==> src/rtl/addac_pkg.sv <==
`default_nettype none
// ============================================================================
// Module  : addac_pkg
// Brief   : Shared types and constants for the addac4 command sequencer.
// Revision: 1.0 - initial release
// ============================================================================
package addac_pkg;

  // Datapath operand / result width
  localparam int DW = 4;

  // Datapath select code {sel1,sel0}
  typedef logic [1:0] op_t;

  // Sequencer states, explicitly encoded on 3 bits
  typedef enum logic [2:0] {
    IDLE   = 3'd0,
    SETUP  = 3'd1,
    PULSE  = 3'd2,
    SETTLE = 3'd3,
    RESP   = 3'd4
  } state_e;

endpackage
`default_nettype wire

==> src/rtl/addac_seq.sv <==
`default_nettype none
// ============================================================================
// Module  : addac_seq
// Brief   : Command/response sequencer for an external addac4 datapath.
//           A command sets up operand and select, issues one registered
//           dp_iclk pulse, waits SETTLE_CYC cycles and captures S/carry.
//           Optional: define ADDAC_SEQ_OVF_EN to add the saturating ovf_cnt
//           output counting captures that saw dp_cout=1.
// Revision: 1.0 - initial release
// ============================================================================
module addac_seq
  import addac_pkg::*;
#(
  parameter int SETTLE_CYC = 1
) (
  input  logic          clk,
  input  logic          rst,
  input  logic          cmd_valid,
  output logic          cmd_ready,
  input  logic [1:0]    cmd_op,
  input  logic [DW-1:0] cmd_data,
  output logic          rsp_valid,
  input  logic          rsp_ready,
  output logic [DW-1:0] rsp_sum,
  output logic          rsp_cout,
  output logic          busy,
  output logic [DW-1:0] dp_a,
  output logic          dp_sel0,
  output logic          dp_sel1,
  output logic          dp_iclk,
  input  logic [DW-1:0] dp_s,
  input  logic          dp_cout
`ifdef ADDAC_SEQ_OVF_EN
  ,
  output logic [7:0]    ovf_cnt
`endif
);

  // Settle length loaded into the 4-bit down-counter
  localparam logic [3:0] c_SETTLE = 4'(SETTLE_CYC);

  state_e        r_state;
  logic [DW-1:0] r_a;
  op_t           r_sel;
  logic          r_iclk;
  logic [3:0]    r_cnt;
  logic [DW-1:0] r_sum;
  logic          r_cout;
  logic          w_capture;

  // The last SETTLE cycle is the one whose closing edge samples the datapath
  assign w_capture = (r_state == SETTLE) && (r_cnt == 4'd1);

  // Sequencer FSM with all datapath-facing outputs registered
  always_ff @(posedge clk) begin
    if (rst) begin
      r_state <= IDLE;
      r_a     <= '0;
      r_sel   <= '0;
      r_iclk  <= 1'b0;
      r_cnt   <= 4'd0;
      r_sum   <= '0;
      r_cout  <= 1'b0;
    end else begin
      unique case (r_state)
        IDLE: begin
          if (cmd_valid) begin
            r_a     <= cmd_data;
            r_sel   <= cmd_op;
            r_state <= SETUP;
          end
        end
        SETUP: begin
          r_iclk  <= 1'b1;
          r_state <= PULSE;
        end
        PULSE: begin
          r_iclk  <= 1'b0;
          r_cnt   <= c_SETTLE;
          r_state <= SETTLE;
        end
        SETTLE: begin
          if (w_capture) begin
            r_sum   <= dp_s;
            r_cout  <= dp_cout;
            r_cnt   <= 4'd0;
            r_sel   <= '0;
            r_state <= RESP;
          end else begin
            r_cnt <= r_cnt - 4'd1;
          end
        end
        RESP: begin
          if (rsp_ready) begin
            r_state <= IDLE;
          end
        end
        default: begin
          r_iclk  <= 1'b0;
          r_sel   <= '0;
          r_state <= IDLE;
        end
      endcase
    end
  end

`ifdef ADDAC_SEQ_OVF_EN
  logic [7:0] r_ovf;

  // Saturating count of captures that carried out
  always_ff @(posedge clk) begin
    if (rst) begin
      r_ovf <= 8'd0;
    end else if (w_capture && dp_cout && (r_ovf != 8'hFF)) begin
      r_ovf <= r_ovf + 8'd1;
    end
  end

  assign ovf_cnt = r_ovf;
`endif

  assign cmd_ready = (r_state == IDLE);
  assign busy      = (r_state != IDLE);
  assign rsp_valid = (r_state == RESP);
  assign rsp_sum   = r_sum;
  assign rsp_cout  = r_cout;
  assign dp_a      = r_a;
  assign dp_sel0   = r_sel[0];
  assign dp_sel1   = r_sel[1];
  assign dp_iclk   = r_iclk;

endmodule
`default_nettype wire

==> config.mk <==
export PLATFORM = sky130hd
export DESIGN_NAME = addac_seq
export DESIGN_NICKNAME = d
export VERILOG_FILES = /design/src/rtl/addac_pkg.sv /design/src/rtl/addac_seq.sv
export SDC_FILE = /design/constraint.sdc
export NUM_CORES = 1
export LEC_CHECK = 0
export ABC_AREA = 1
export CORE_MARGIN = 1
export CORE_UTILIZATION = 45
export CTS_CLUSTER_DIAMETER = 120
export DETAILED_ROUTE_END_ITERATION = 10
export PLACE_DENSITY = 0.8
export SLEW_MARGIN = 0
export SYNTH_ARGS = -nofsm -noshare
export SYNTH_HDL_FRONTEND = slang
export SYNTH_SLANG_ARGS = --single-unit
==> constraint.sdc <==
create_clock -name clk -period 3.9 [get_ports clk]
set_clock_uncertainty 0.15 [all_clocks]
set_input_delay 0.39 -clock clk [delete_from_list [all_inputs] [get_ports clk]]
set_output_delay 0.39 -clock clk [all_outputs]
set_load 0.02 [all_outputs]
; Word level (Yosys, flattened, before mapping)
; Cells that the tools add are included.
[classes]
n_addsub = 1
eq_ne = 8
n_mux = 10
n_bitwise = 1
n_reduce_logical = 10
[op_table]
columns = operator, count
row1 = $pmux W3 S5, 1
row2 = $mux W3, 3
row3 = $pmux W4 S2, 1
row4 = $eq A3 B2 Y1 const B, 2
row5 = $pmux W2 S3, 1
row6 = $reduce_and A3 Y1, 2
row7 = $reduce_or A3 Y1, 2
row8 = $eq A4 B1 Y1 const B, 1
row9 = $mux W2, 2
row10 = $mux W4, 1
row11 = $ne A2 B2 Y1 const B, 2
row12 = $reduce_and A2 Y1, 2
row13 = $sub A4 B1 Y4 const B, 1
row14 = $eq A3 B1 Y1 const B, 1
row15 = $eq A3 B3 Y1 const B, 1
row16 = $logic_not A3 Y1, 1
row17 = $reduce_bool A3 Y1, 1
row18 = $ne A2 B1 Y1 const B, 1
row19 = $pmux W1 S2, 1
row20 = $reduce_bool A2 Y1, 1
row21 = $logic_and A1 B1 Y1, 1
row22 = $not A1 Y1, 1
[word_totals]
register_bits = 19
output_inout_bits = 15

; Logic depth before layout (Yosys ltp)
[logic_depth]
word_depth = 4
depth_mapped = 9

; Worst setup path after synthesis
; OpenSTA, ideal clock, no wires.
[synth_path]
path_type = reg2out
start = register r_state[1]
end = output busy
arrival_ns = 0.935
slack_ns = 2.425
path_stages_with_launch = 5
cell_sequence = dfxtp_1 -> nor2_1 -> inv_2 -> nor2_4 -> inv_1
[synth_via]
elab_chain_len = 1
[synth_lines]
columns = item, line_no
row1 = start: declaration, addac_seq.sv:42  ; state_e r_state;
row2 = start signal: assignment, addac_seq.sv:57  ; r_state <= IDLE;
row3 = start signal: assignment, addac_seq.sv:70  ; r_state <= SETUP;
row4 = start signal: assignment, addac_seq.sv:75  ; r_state <= PULSE;
row5 = $reduce_bool A3 Y1, addac_seq.sv:123  ; assign busy = (r_state != IDLE);
row6 = end: declaration, addac_seq.sv:26  ; output logic busy,
; Every way passes these cells.

; Worst setup path in the final report
[layout_path]
start = register r_state[1]
end = output cmd_ready
[layout_via]
elab_chain_len = 1
[layout_lines]
columns = item, line_no
row1 = $logic_not A3 Y1, addac_seq.sv:122  ; assign cmd_ready = (r_state == IDLE);
row2 = end: declaration, addac_seq.sv:19  ; output logic cmd_ready,
; Every way passes these cells.

==> results.json <==
{
  "status": "completed",
  "synth-simple-area-share_pct": 31.1,
  "rows": 15,
  "critPathTopFamily": "buffers and inverters",
  "worst_r2r_endpoint": "rsp_sum[2]",
  "area_delta_synth_final_pct": 40.4,
  "tightest_slew_ns": 0.455,
  "grt_pass1_wl_um": 3340,
  "nets": 166,
  "rsz0062_at_grt": "no",
  "synth_compound_gate_area_share_pct": 13.5,
  "p_leak_nw": 0.510,
  "cts_sinks": 19,
  "track_usage_pct": 22.5,
  "start_util_pct": 49.0,
  "dr.pass1.iters": 4,
  "h-tree-depth": 1,
  "antenna_found_initial": 0,
  "ff2ff_setup_slack_ns": 2.50,
  "wl_per_cell_um": 11.1,
  "synth-adder-area-share_pct": 2.92,
  "fp.dieW_um": 45.6,
  "seq_area_frac_synth_pct": 44.4,
  "grt_pass1_vias": 812,
  "gp_congestion": 0.786,
  "crit_arrival_ns": 1.71,
  "die_y_um": 45.6,
  "cts-root-buf": "clkbuf_4",
  "syn-mean-instance-area_um2": 7.38,
  "crit_type": "reg -> out",
  "hold_viol": 0,
  "cp_max_fo": 9,
  "ys_types": 20,
  "syn-cell-area_um2": 856,
  "grt_overflow_total": 0,
  "clk_pin_slew_ns": 0.10,
  "relSlewSlack_pct": 69.6,
  "drive_above_1_share_pct": 12.2,
  "place_inst": 169,
  "drv_slew": 0,
  "cpPeakStageDelay_ns": 0.63,
  "cts_buffers": 3,
  "drv_cap": 0,
  "hpwlAfterDp_um": 1500,
  "final.setup.tns_ns": 0,
  "postCtsSetupBuffers": 0,
  "fin_crit_sh_pct": 57.8,
  "ios": 30,
  "min_period_ns": 2.25,
  "synth_top_family_by_area": "simple AND/OR/NAND/NOR gates",
  "yosysWarnings": 0,
  "die_area_um2": 2080,
  "syn-num-nets": 133,
  "cp_data_required_time_ns": 3.36,
  "endpoint": "cmd_ready",
  "crit_path_start_kind": "flip-flop",
  "multi_input_area_um2": 415,
  "worstSetupEndpointType": "output pin",
  "cp_cell_sequence": "nor2_1 -> inv_2 -> nor2_4 -> clkdlybuf4s50_1",
  "ant_nets": 0,
  "hold_buffers": 0,
  "vdd_drop_max_v": 0.000225,
  "fill_cells": 153,
  "clock_tree.buffer_depth": 2,
  "routed_wl_um": 1910,
  "cts_tree": "built",
  "seq_area_um2": 380,
  "muxShareOfSynthArea_pct": 0,
  "powerDensity_nw_per_um2": 408,
  "grt_max_degree": 13,
  "core_area_um2": 1750,
  "clk-insertion-delay-late_ns": 0.30,
  "hold_path.class": "reg -> reg",
  "diodes": 0,
  "startpoint": "r_state[1]",
  "cts.repair.resized": 0,
  "netlist_instances": 116,
  "fmax_mhz": 444,
  "finalSetupViolCount": 0,
  "reg2reg_from": "r_state[1]",
  "crit_path_top_delay_cell": "clkdlybuf4s50_1",
  "synthXorXnorAreaFrac_pct": 1.02,
  "drtIter0Drc": 13,
  "worst-path-buf-inv": 2,
  "vias_per_cell": 4.99,
  "vias": 863,
  "ys_ff_latch": 19,
  "drc_errors": 0,
  "port_buffers": 29,
  "cp.depth": 4,
  "stdcell_count": 173,
  "r2r_cells": 7
}
[metrics by stage]
stage / setup slack [ns] / power [mW] / hold WS (ns) / cell area, µm² / utilization, %
final: 1.65 / 0.490 / 0.315 / 1200 / 68.8
after detailed placement: 1.97 / 0.394 / 0.301 / 1170 / 67.2
after global routing: 1.52 / 0.523 / 0.342 / 1200 / 68.8
after floorplan: 2.42 / 0.332 / 0.309 / 856 / -
after global placement: 2.00 / 0.390 / 0.300 / 1170 / 67.2
after CTS: 1.64 / 0.493 / 0.317 / 1200 / 68.8
[kinds of logic after synthesis]
| kind of cell | count (synthesis) |
|---|---|
| and+or+nand+nor | 58 |
| AOI/OAI and AO/OA | 20 |
| DFF | 19 |
| buffers and inverters | 16 |
| adders and majority gates | 2 |
| xor gates and xnor gates | 1 |
[cell usage in the layout (no fill, tap or decap)]
| master | netlist | routed |
|---|---|---|
| a21oi_2 | 1 | 1 |
| o21bai_1 | 1 | 1 |
| nand2_1 | 20 | 20 |
| a2bb2oi_1 | 1 | 1 |
| nand4_1 | 1 | 1 |
| o21ai_0 | 7 | 7 |
| a21oi_1 | 7 | 7 |
| nor2_4 | 2 | 2 |
| inv_2 | 3 | 3 |
| clkbuf_4 | 0 | 3 |
| nor2_1 | 18 | 18 |
| nand2_2 | 2 | 2 |
| a31oi_1 | 2 | 2 |
| a211oi_1 | 1 | 1 |
| nand3_1 | 9 | 9 |
| xor2_1 | 1 | 1 |
| nor2_2 | 6 | 6 |
| clkinv_2 | 0 | 1 |
| ha_1 | 2 | 2 |
| inv_1 | 12 | 12 |
| dfxtp_1 | 19 | 19 |
| clkdlybuf4s50_1 | 0 | 29 |
[final cells by class]
class / instances / area share, %
Multi-Input combinational cell: 81 / 34.6
Sequential cell: 19 / 31.7
Timing Repair Buffer: 29 / 24.2
Inverter: 15 / 4.69
Tap cell: 25 / 2.60
Clock buffer: 3 / 1.88
Clock inverter: 1 / 0.417
[state kept, by name, indices dropped and copies added (netlist names)]
register and count:
r_sel 2, dp_a 4, r_state 3, r_cnt 4
rsp_cout 1, dp_iclk 1, rsp_sum 4
[Yosys cell counts]
cell | count | area [µm²]
nand2_1 | 20 | 75.1
dfxtp_1 | 19 | 380
nor2_1 | 18 | 67.6
inv_1 | 12 | 45.0
nand3_1 | 9 | 45.0
a21oi_1 | 7 | 35.0
o21ai_0 | 7 | 35.0
nor2_2 | 6 | 37.5
inv_2 | 3 | 11.3
a31oi_1 | 2 | 12.5
ha_1 | 2 | 25.0
nand2_2 | 2 | 12.5
nor2_4 | 2 | 22.5
a211oi_1 | 1 | 7.51
a21oi_2 | 1 | 8.76
a2bb2oi_1 | 1 | 8.76
clkbuf_1 | 1 | 3.75
nand4_1 | 1 | 6.26
o21bai_1 | 1 | 7.51
xor2_1 | 1 | 8.76
[routing by layer]
| layer | GRT usage (%) | wire [µm] | up-vias |
|---|---|---|---|
| li1 | - | - | 436 |
| met5 | 0 | 0 | - |
| met1 | 24.6 | 751 | 390 |
| met2 | 40.3 | 1020 | 35 |
| met4 | 10.3 | 12 | 0 |
| met3 | 5.56 | 126 | 2 |
[worst register-to-register path, delay by kind of cell, from the launching register on]
kind	cells	cell delay [ns]
buffers and inverters	2	0.17
and+or+nand+nor	5	0.59
DFF	1	0.41
[worst min-delay path by stage]
stage | from | end | slack, ns | cells past startpoint
final | dp_a[0] | dp_a[0] | 0.32 | 2
after global routing | dp_a[3] | dp_a[3] | 0.34 | 2
after CTS | dp_a[0] | dp_a[0] | 0.32 | 2
after detailed placement | dp_a[0] | dp_a[0] | 0.30 | 2
after global placement | dp_a[1] | dp_a[1] | 0.30 | 2
after floorplan | r_cnt[1] | r_cnt[1] | 0.31 | 2
[where the power goes]
part,internal (mW),switching [mW],leakage [nW]
combinational,0.0741,0.0894,0.337
clock,0.0382,0.0614,0.0177
sequential,0.213,0.0139,0.155
Note: power is estimated with default switching activity, not from simulation.
==> edit 1 (same flow settings) <==
Change the package constant `DW` from 4 to 6.
--- a/src/rtl/addac_pkg.sv
+++ b/src/rtl/addac_pkg.sv
@@ -9,3 +9,3 @@
   // Datapath operand / result width
-  localparam int DW = 4;
+  localparam int DW = 6;
 
Ports: changed (resized cmd_data, dp_a, dp_s and rsp_sum); port bits go from 30 to 38. The function was not compared with the original's and may differ.
==> edit 1 against the original RTL <==
Clock power increased by 13%. Non-clock buffer count increased by 8. Area after synthesis increased by 17%. Worst setup slack got worse by 0.23 ns. Maximum frequency down 9.3%. Die area up 16%. Register-to-register slack lost 0.22 ns. Power is 15% higher. Wire length up 18%. Final area is 18% higher. First-iteration DRC count is 85% higher. Sequential cell count rose by 4. Critical path depth unchanged. Utilization increased by 1.0 points. Largest power group unchanged. Highest routed layer unchanged.
==> edit 1: results (changes against the original RTL) <==
Detailed routing
  – Initial DRC count: 24 (was 13)
  – DRT met1 WL: 974 µm (was 751 µm)
  – Met3 routed WL: 150 µm (was 126 µm)
  – Via count: 983 (was 863)
  – Post-DR wirelength/cell: 11.4 µm (was 11.1 µm)

Status
  – Run status: complete, no violations (unchanged)

CTS
  – Worst-path clk slew: 0.12 ns (was 0.10 ns)
  – Worst skew pair latency: 0.32 ns (was 0.30 ns)

Logic synthesis
  – Mapped Nets: 154 (was 133)
  – Synth cell count leaders: nor2_1, dfxtp_1, nand2_1, inv_1, nand3_1 (was nand2_1, dfxtp_1, nor2_1, inv_1, nand3_1)
  – Top post-synthesis cells by area: dfxtp_1, nor2_1, nand2_1 (was dfxtp_1, nand2_1, nor2_1)

Placed design
  – Area after DPL: 1390 µm² (was 1170 µm²)
  – Routability congestion estimate: 0.783 (was 0.786)
  – Port Buffers: 37 (was 29)

GRT
  – Met2 global-route usage: 39.3% (was 40.3%)
  – Largest net degree at the start of global routing: 15 (was 13)
  – First-pass GRT wire length: 4060 µm (was 3340 µm)
  – Met1 GRT Util: 25.1% (was 24.6%)
  – All-Layer GR Usage: 21.8% (was 22.5%)
  – Vias in the first global route: 945 (was 812)
  – Met3 usage: 4.67% (was 5.56%)

Finish
  – Layout cell share with drive strength beyond 1: 9.36% (was 12.2%)

Worst setup path
  – Critical Path AT: 1.94 ns (was 1.71 ns)
  – CP max FO: 11 (was 9)

Power
  – Psw: 187 µW (was 165 µW)
  – Comb power: 183 µW (was 164 µW)
  – Comb pwr share: 32.3% (was 33.4%)
  – Static leakage power: 0.000607 µW (was 0.000510 µW)
-- edit 1: cell count changes after synthesis, moves of 2 or more --
cell     delta
nor2_1      +6
a21oi_1     +3
dfxtp_1     +4
o21ai_0     +2
nand3_1     +3
nor2_4      -2
-- edit 1: layout make-up --
type / count / area (µm²)
fill: 168 / 609
clock buffer: 4 / 26.3
timing repair buffer: 37 / 370
sequential: 23 / 460
inverter: 15 / 56.3
multi-input combinational: 92 / 465
tap: 27 / 33.8
-- edit 1: worst register-to-register path, cell delays in order, from the launching register on --
cell	delay, ns
dfxtp_1	0.36
nor2_2	0.20
inv_2	0.05
nor2_2	0.34
nand2_1	0.24
nand2_1	0.11
a21oi_1	0.06
-- edit 1: final timing paths --
path                                  from         to  slack, ns  cells past startpoint
worst max register to register  r_state[1]    dp_a[5]       2.28                      6
worst max-delay path            r_state[1]  cmd_ready       1.42                      4
worst min register to register     dp_a[3]    dp_a[3]       0.32                      2
worst min-delay path               dp_a[3]    dp_a[3]       0.32                      2
-- edit 1: cell families (layout without fill, tap and decap cells) --
| kind of cell | after synthesis | after routing | share of synthesized area (%) |
|---|---|---|---|
| flip-flops | 23 | 23 | 45.9 |
| AND/OR/NAND/NOR | 65 | 65 | 29.8 |
| AO/OA/AOI/OAI | 24 | 24 | 13.2 |
| XOR/XNOR | 1 | 1 | 0.874 |
| adder cells (fa/ha/maj) | 2 | 2 | 2.50 |
| buffers and inverters | 18 | 56 | 7.61 |
-- edit 1: through the flow --
stage	hold slack, ns	util (%)
global route	0.347	69.9
CTS	0.328	69.9
floorplan	0.309	-
detailed placement	0.311	68.6
finish	0.321	69.9
global placement	0.298	68.6
==> edit 2 (config.mk and constraints unchanged) <==
Without the edit above. Re-encode `state_e` (5 states) as Gray code, 3 bits wide.
--- a/src/rtl/addac_pkg.sv
+++ b/src/rtl/addac_pkg.sv
@@ -16,7 +16,7 @@
   typedef enum logic [2:0] {
-    IDLE   = 3'd0,
-    SETUP  = 3'd1,
-    PULSE  = 3'd2,
-    SETTLE = 3'd3,
-    RESP   = 3'd4
+    IDLE   = 3'b000,
+    SETUP  = 3'b001,
+    PULSE  = 3'b011,
+    SETTLE = 3'b010,
+    RESP   = 3'b110
   } state_e;
Function: same outputs for any inputs over 10 cycles, from zero or initial values and one cycle with rst high; not proved beyond that.
==> edit 2 against the original RTL <==
Die area is 3.5% higher. Sequential share of layout area down 0.80 points. Sequential cell count stayed put. Area after synthesis is 3.7% higher. Critical path depth down 1. Cell count is 0.58% lower. Worst hold slack improved by 0.0022 ns. Final area increased by 2.6%. Wire length down 1.1%. Worst setup slack worse by 0.080 ns. Synthesized cell count is 0.86% lower.
Power is not compared: it rests on default switching activity, and its combinational part moved more than twofold at a synthesized area within 25%.
==> edit 2: results (changes against the original RTL) <==
Worst setup path
  – Crit path largest cell delay: 0.65 ns (was 0.63 ns)
  – Reg-to-Reg End: rsp_sum[1] (was rsp_sum[2])
  – Critical Path AT: 1.79 ns (was 1.71 ns)
  – Worst setup path endpoint: rsp_valid (was cmd_ready)
  – Max stage delay cell, worst path: clkdlybuf4s50_1 (unchanged)
  – Setup slack, reg-to-reg: 2.45 ns (was 2.50 ns)
  – CP max FO: 5 (was 9)

Detailed routing
  – Initial DRC count: 14 (was 13)
  – Met3 routed WL: 148 µm (was 126 µm)
  – DRT met1 WL: 802 µm (was 751 µm)
  – DRT Wirelength: 1890 µm (was 1910 µm)
  – Via count: 838 (was 863)
  – Drt pass-1 iters: 4 (unchanged)
  – WL met2: 927 µm (was 1020 µm)

Finish
  – NonClk Buf Share: 23.6% (was 24.2%)
  – Sequential cell area share: 30.9% (was 31.7%)
  – Multi-input combinational area share: 36.9% (was 34.6%)
  – Filler cells: 154 (was 153)
  – Inverters: 13 (was 15)
  – Clk cell area share: 2.23% (was 2.29%)
  – Core Util, Final: 69.1% (was 68.8%)
  – Multi-input gates: 82 (was 81)
  – Final Net Count: 165 (was 166)
  – Layout cell share with drive strength beyond 1: 13.6% (was 12.2%)

Timing
  – Min Hold Slack: 0.317 ns (was 0.315 ns)
  – Slew of the pin with the lowest slew margin: 0.366 ns (was 0.455 ns)
  – FMAX: 0.429 GHz (was 0.444 GHz)

Logic synthesis
  – Post-synthesis sequential area ratio: 42.9% (was 44.4%)
  – Synth cell count leaders: nand2_1, nor2_1, dfxtp_1, inv_1, nand3_1 (was nand2_1, dfxtp_1, nor2_1, inv_1, nand3_1)
  – Top post-synthesis cells by area: dfxtp_1, nand2_1, nor2_1 (unchanged)
  – Netlist cell types: 23 (was 20)
  – Mapped Nets: 132 (was 133)
  – Post-Synth XOR/XNOR Area: 1.97% (was 1.02%)
  – Ys Warns: 0 (unchanged)
  – Synth Area in Compound Gates: 9.59% (was 13.5%)
  – Adder-cell share of the synthesized area: 2.82% (was 2.92%)
  – Share of Yosys cell area claimed by the top area cell type: 42.9% (was 44.4%)

Placed design
  – Area after DPL: 1200 µm² (was 1170 µm²)
  – DPL Wire Length: 1460 µm (was 1500 µm)
  – Port Buffers: 29 (unchanged)
  – Routability congestion estimate: 0.768 (was 0.786)
  – Dpl ws: 1.92 ns (was 1.97 ns)

Die
  – Core area: 1780 µm² (was 1750 µm²)

CTS
  – Clock Tree Root: clkbuf_4 (unchanged)
  – Worst-path clk slew: 0.11 ns

Hold path
  – Worst Hold End: dp_a[0] (unchanged)

Status
  – Run status: complete, no violations (unchanged)

GRT
  – Vias in the first global route: 753 (was 812)
  – Largest net degree at the start of global routing: 12 (was 13)
  – First-pass GRT wire length: 2970 µm (was 3340 µm)
  – All-Layer GR Usage: 19.8% (was 22.5%)
[edit 2: changes by cell type after synthesis, sizes merged]
cell	before	now
inv	15	13
nand4	1	3
nand2	22	26
a31oi	2	0
nor3	0	1
nand3b	0	1
xor2	1	2
nand3	9	8
a21oi	8	7
o21bai	1	0
nor2	26	24
o21ai	7	6
[edit 2: per-layer routing]
layer / GRT usage [%] / vias to the layer above
li1: - / 431
met1: 23.0 / 363
met2: 33.6 / 42
met3: 3.92 / 2
met4: 10.6 / 0
met5: 0 / -
[edit 2: power by group through the flow]
stage | Clock [µW] | Combinational [µW] | Sequential (µW)
2_1_floorplan | 0 | 245 | 316
3_3_place_gp | 0 | 392 | 287
5_1_grt | 111 | 444 | 293
6_report | 101 | 405 | 287
4_1_cts | 103 | 407 | 286
3_5_place_dp | 0 | 403 | 290
[edit 2: through the flow]
stage	instances	total power, µW
after floorplan	115	560
after global placement	168	679
after detailed placement	168	693
after CTS	172	796
after global routing	172	849
final	172	792
